### src/rtl/memreg_rr_arbiter_pkg.sv
// Shared types and default sizing for the round-robin arbitrated memreg path.
package memreg_rr_arbiter_pkg;

   typedef enum logic {
      IDLE  = 1'b0,
      BURST = 1'b1
   } state_t;

   localparam int DEF_N_REQ  = 4;
   localparam int DEF_DATA_W = 32;
   localparam int DEF_ID_W   = 2;

endpackage

### src/rtl/memreg_rr_arbiter_rr_pick.sv
// Combinational round-robin picker: first requester strictly after ptr, with wrap,
// found by scanning a doubled request vector masked below ptr+1.
module memreg_rr_arbiter_rr_pick
   import memreg_rr_arbiter_pkg::*;
#(
   parameter int N_REQ = DEF_N_REQ,
   parameter int ID_W  = DEF_ID_W
) (
   input  logic [N_REQ-1:0] req,
   input  logic [ID_W-1:0]  ptr,
   output logic [N_REQ-1:0] gnt,
   output logic [ID_W-1:0]  gnt_id,
   output logic             any
);

   logic [2*N_REQ-1:0] dbl;
   logic [2*N_REQ-1:0] mask;
   logic [2*N_REQ-1:0] cand;

   always_comb begin
      dbl    = {req, req};
      mask   = {(2*N_REQ){1'b1}} << (int'(ptr) + 1);
      cand   = dbl & mask;
      gnt_id = '0;
      any    = 1'b0;
      // Descending scan so the lowest set candidate is the one that sticks.
      for (int j = 2*N_REQ-1; j >= 0; j--) begin
         if (cand[j]) begin
            any    = 1'b1;
            gnt_id = (j >= N_REQ) ? ID_W'(j - N_REQ) : ID_W'(j);
         end
      end
      gnt = '0;
      for (int i = 0; i < N_REQ; i++) begin
         gnt[i] = any && (gnt_id == ID_W'(i));
      end
   end

endmodule

### src/rtl/memreg_rr_arbiter.sv
// N-way round-robin arbiter with burst lock feeding a two-stage registered
// data path (stage A = _p0, stage B = _p1) toward one valid/ready consumer.
module memreg_rr_arbiter
   import memreg_rr_arbiter_pkg::*;
#(
   parameter int N_REQ  = DEF_N_REQ,
   parameter int DATA_W = DEF_DATA_W,
   parameter int ID_W   = DEF_ID_W
) (
   input  logic                    clk,
   input  logic                    reset,
   input  logic [N_REQ-1:0]        req_valid,
   input  logic [N_REQ-1:0]        req_last,
   input  logic [N_REQ*DATA_W-1:0] req_data,
   output logic [N_REQ-1:0]        req_ready,
   output logic                    out_valid,
   output logic [DATA_W-1:0]       out_data,
   output logic [ID_W-1:0]         out_id,
   output logic                    out_last,
   input  logic                    out_ready,
   output logic                    busy
);

   state_t            state_q, state_d;
   logic [ID_W-1:0]   ptr_q, ptr_d;
   logic [ID_W-1:0]   lock_q, lock_d;

   logic [N_REQ-1:0]  pick_gnt;
   logic [ID_W-1:0]   pick_id;
   logic              pick_any;
   logic [N_REQ-1:0]  gnt;
   logic [ID_W-1:0]   gnt_id;

   logic              b_free;
   logic              a_can_accept;
   logic              acc;
   logic              acc_last;
   logic [DATA_W-1:0] acc_data;

   logic              vld_p0, vld_p1;
   logic [DATA_W-1:0] data_p0, data_p1;
   logic [ID_W-1:0]   id_p0, id_p1;
   logic              last_p0, last_p1;

   memreg_rr_arbiter_rr_pick #(
      .N_REQ (N_REQ),
      .ID_W  (ID_W)
   ) u_pick (
      .req    (req_valid),
      .ptr    (ptr_q),
      .gnt    (pick_gnt),
      .gnt_id (pick_id),
      .any    (pick_any)
   );

   // Grant: free round-robin in IDLE, locked owner only in BURST.
   always_comb begin
      gnt    = '0;
      gnt_id = pick_id;
      if (state_q == BURST) begin
         gnt_id = lock_q;
         for (int i = 0; i < N_REQ; i++) begin
            gnt[i] = req_valid[i] && (lock_q == ID_W'(i));
         end
      end else if (pick_any) begin
         gnt = pick_gnt;
      end
   end

   assign b_free       = out_ready || !vld_p1;
   assign a_can_accept = !vld_p0 || b_free;
   assign req_ready    = reset ? '0 : (gnt & {N_REQ{a_can_accept}});
   assign acc          = |req_ready;

   always_comb begin
      acc_data = req_data[int'(gnt_id)*DATA_W +: DATA_W];
      acc_last = req_last[gnt_id];
   end

   always_comb begin
      state_d = state_q;
      ptr_d   = ptr_q;
      lock_d  = lock_q;
      if (acc) begin
         if (acc_last) begin
            ptr_d   = gnt_id;
            state_d = IDLE;
         end else if (state_q == IDLE) begin
            lock_d  = gnt_id;
            state_d = BURST;
         end
      end
   end

   always_ff @(posedge clk or posedge reset) begin
      if (reset) begin
         state_q <= IDLE;
         ptr_q   <= ID_W'(N_REQ - 1);
         lock_q  <= '0;
      end else begin
         state_q <= state_d;
         ptr_q   <= ptr_d;
         lock_q  <= lock_d;
      end
   end

   // Stage A payload: only meaningful while vld_p0 is set.
   always_ff @(posedge clk) begin
      if (acc) begin
         data_p0 <= acc_data;
         id_p0   <= gnt_id;
         last_p0 <= acc_last;
      end
   end

   // Stage A/B occupancy and stage B payload.
   always_ff @(posedge clk or posedge reset) begin
      if (reset) begin
         vld_p0  <= 1'b0;
         vld_p1  <= 1'b0;
         data_p1 <= '0;
         id_p1   <= '0;
         last_p1 <= 1'b0;
      end else begin
         if (b_free) begin
            vld_p1 <= vld_p0;
            if (vld_p0) begin
               data_p1 <= data_p0;
               id_p1   <= id_p0;
               last_p1 <= last_p0;
            end
         end
         if (a_can_accept) begin
            vld_p0 <= acc;
         end
      end
   end

   assign out_valid = vld_p1;
   assign out_data  = data_p1;
   assign out_id    = id_p1;
   assign out_last  = last_p1;
   assign busy      = (state_q == BURST) || vld_p0 || vld_p1;

endmodule

### config.mk
export PLATFORM = sky130hd
export DESIGN_NAME = memreg_rr_arbiter
export DESIGN_NICKNAME = d
export VERILOG_FILES = /design/src/rtl/memreg_rr_arbiter_pkg.sv /design/src/rtl/memreg_rr_arbiter_rr_pick.sv /design/src/rtl/memreg_rr_arbiter.sv
export SDC_FILE = /design/constraint.sdc
export NUM_CORES = 1
export LEC_CHECK = 0
export CAP_MARGIN = 15
export CORE_MARGIN = 10
export CORE_UTILIZATION = 57
export DETAILED_ROUTE_END_ITERATION = 10
export DONT_BUFFER_PORTS = 1
export PLACE_DENSITY = 0.75
export SYNTH_ARGS = -nofsm -noshare
export SYNTH_HDL_FRONTEND = slang
export SYNTH_SLANG_ARGS = --single-unit
### constraint.sdc
create_clock -name clk -period 2.6 [get_ports clk]
set_input_delay 0.26 -clock clk [delete_from_list [all_inputs] [get_ports clk]]
set_output_delay 0.26 -clock clk [all_outputs]
set_load 0.03 [all_outputs]
==> reports/metrics.json <==
{
  "outcome": "finished, final reports clean",
  "power_density_mw_per_mm2": 1500,
  "grt.met1_usage_pct": 18.8,
  "timing.critical_path.required_ns": 2.82,
  "proportion_of_power_drawn_by_flip_flops_and_latches_pct": 45.3,
  "die-height_um": 105,
  "startpoint_type": "flop",
  "globalRoute.totalOverflow": 0,
  "track_usage_pct": 16.4,
  "dieArea_mm2": 0.0109,
  "report.final.setup_viol": 0,
  "worstMarginPinSlew_ns": 0.537,
  "leakagePower_nw": 1.91,
  "critical-path-top-delay-family": "compound AO/OA/AOI/OAI gates",
  "cp_slowest_stage_delay_ns": 0.63,
  "share_of_total_power_in_the_clock_network_pct": 14.8,
  "post_synth_inst_count": 302,
  "finalWorstPathRequiredPeriod_ns": 2.41,
  "swShare_pct": 40.7,
  "crit_fanout": 10,
  "critical_path.n_buffers_inverters": 0,
  "core-area_mm2": 0.00687,
  "drcViolationCount": 0,
  "slew_violations": 0,
  "cts_inserted_buffers": 9,
  "initial_core_util_pct": 59.4,
  "synth_sequential_area_ratio_pct": 51.6,
  "ctsResizeCount": 0,
  "finalNetCount": 445,
  "final-hold-violation-count": 0,
  "wire_length_of_the_first_global_routing_pass_um": 14500,
  "critical_path.endpoint_type": "flop",
  "most_common_cell_after_layout_fill_and_taps_aside": "mux2i_1",
  "detailedPlacementHpwl_um": 7310,
  "grt.met2_usage_pct": 26.9,
  "crit_type": "flop to flop",
  "synth.yosys.warnings": 0,
  "cap_viol_max_count": 0,
  "fin_area_mm2": 0.00443,
  "synthesis.area_mm2": 0.00408,
  "crit_arrival_ns": 2.63,
  "clk_pin_slew_worst_paths_ns": 0.08,
  "via_count": 2427,
  "worst_path_slowest_cell": "dfstp_2",
  "syn-mean-instance-area_um2": 13.5,
  "drt_pre_antenna_iters": 4,
  "global_route.usage.met3_pct": 6.94,
  "tritoncts": "yes",
  "clock_skew_ns": 0.00696,
  "post-route-period-util_pct": 92.7,
  "post_placement_cell_area_mm2": 0.00421,
  "areaGrowthSynthToFinish_pct": 8.43,
  "global_route_layer_with_the_greatest_usage": "met2",
  "post_synth_num_cell_types": 43,
  "floorplan.io_pins": 180,
  "cts_root_buffer": "clkbuf_8",
  "hold_buffers": 0,
  "setup-tns-final_ns": 0,
  "clock_tree.htree_level_count": 3,
  "worstPathCellList": "nand2_1 -> a211o_1 -> o211a_1 -> a221o_1 -> a211oi_2 -> mux2_1",
  "routed_wl_um": 9360,
  "initialDrtViolationCount": 91,
  "grt_max_degree": 43,
  "worstSkewPairLatency_ns": 0.34,
  "clock-sinks": 77,
  "postSynth.asyncResetShare_pct": 54.5,
  "layout-drive-gt1-share_pct": 23.5,
  "buffer_ports.inserted": 0,
  "netSwitchingPower_mw": 2.70,
  "viasPerCell": 5.96,
  "rel_slew_slack_pct": 63.9,
  "globalplace.congestion": 0.856,
  "power.share.combinational_pct": 40.0,
  "grt_pass1_vias": 2646,
  "ir_drop_mv": 1.01,
  "layout.cells.most_common_list": "mux2i_1, dfrtp_1, mux2_2, edfxtp_1, buf_4",
  "std_cell_rows": 30,
  "synth.ff_latch_count": 77,
  "synth.net_count": 441,
  "detail_route.wl_per_cell_um": 23.0,
  "die_width_um": 105,
  "fmax_mhz": 415,
  "ys_dominant_reg_cell": "dfrtp_1",
  "final_antenna_net_count": 0,
  "clockBufferDepth": 2,
  "synth-edff-count": 35,
  "diodes": 0,
  "grt_setup_unrepaired": "no",
  "grt_antenna_before_repair": 0,
  "post_cts_buffers": 0,
  "hold_class": "input port to asynchronous set/reset pin",
  "p_int_mw": 3.93
}
## through the flow
step	worst slack, ns	utilization, %	cells	hold slack [ns]	power, mW
2_1_floorplan	0.0542	-	302	0.270	5.17
3_3_place_gp	0.320	61.3	391	0.415	5.63
3_5_place_dp	0.213	61.3	391	0.433	5.74
4_1_cts	0.206	64.4	407	0.0536	6.72
5_1_grt	0.0320	64.4	407	0.0806	7.02
6_report	0.189	64.4	407	0.0439	6.63
## synth_stat cells (all sizes together), types with 2 or more instances
master,instances,area (um^2)
dfrtp,40,1000
and3b,2,17.5
buf,13,90.1
or2,2,12.5
and2,3,18.8
nor2b,3,18.8
nand2b,6,37.5
clkbuf,6,22.5
o211ai,2,15.0
dfstp,2,52.6
inv,7,26.3
a21oi,4,20.0
o211a,2,20.0
edfxtp,35,1050
nand2,9,33.8
nand4,2,12.5
mux2,38,435
o21ai,4,20.0
nor2,7,26.3
mux2i,98,981
## layout make-up
class	instances	area [um^2]
clock buffers	11	131
clock inverters	5	83.8
fillers	524	2440
inverters	7	30.0
multi-input cells	199	1850
flip-flops and latches	77	2100
well taps	96	120
repair buffers	12	103
## sequential cells by signal (all words and copies together), names as in the netlist
register	count
out_last	1
ptr_q	2
out_data	32
out_id	2
out_valid	1
data_p0	32
state_q	1
vld_p0	1
last_p0	1
lock_q	2
id_p0	2
## logic make-up (layout without fill, tap and decap cells)
kind of cell           count (synthesis)  count (layout)  synth area share (%)
multiplexers                         137             137                  35.3
flip-flops                            77              77                  51.6
AND/OR/NAND/NOR                       39              39                  5.09
buffers and inverters                 26              35                  3.40
AO/OA/AOI/OAI                         23              23                  4.69
## routing by layer
metal	vias to the layer above	routed length, um
met2	117	4720
met4	0	112
li1	1133	-
met5	-	0
met3	9	888
met1	1168	3640
## final timing paths
check / startpoint / to / slack, ns / cells after the start
max: ptr_q[1] / lock_q[0] / 0.19 / 6
min: reset / out_data[27] / 0.04 / 2
max reg2reg: ptr_q[1] / lock_q[0] / 0.19 / 6
min reg2reg: data_p0[31] / out_data[31] / 0.48 / 1
max in group asynchronous: reset / ptr_q[1] / 2.18 / 2
min in group clk: req_data[14] / data_p0[14] / 0.20 / 2
## power by group through the flow
stage | logic (mW) | clock network (mW) | registers [mW]
3_5_place_dp | 2.69 | 0 | 3.05
3_3_place_gp | 2.61 | 0 | 3.02
6_report | 2.65 | 0.978 | 3.00
4_1_cts | 2.70 | 1.00 | 3.02
5_1_grt | 2.89 | 1.05 | 3.07
2_1_floorplan | 2.33 | 0 | 2.84
Note: power is estimated with default switching activity, not from simulation.
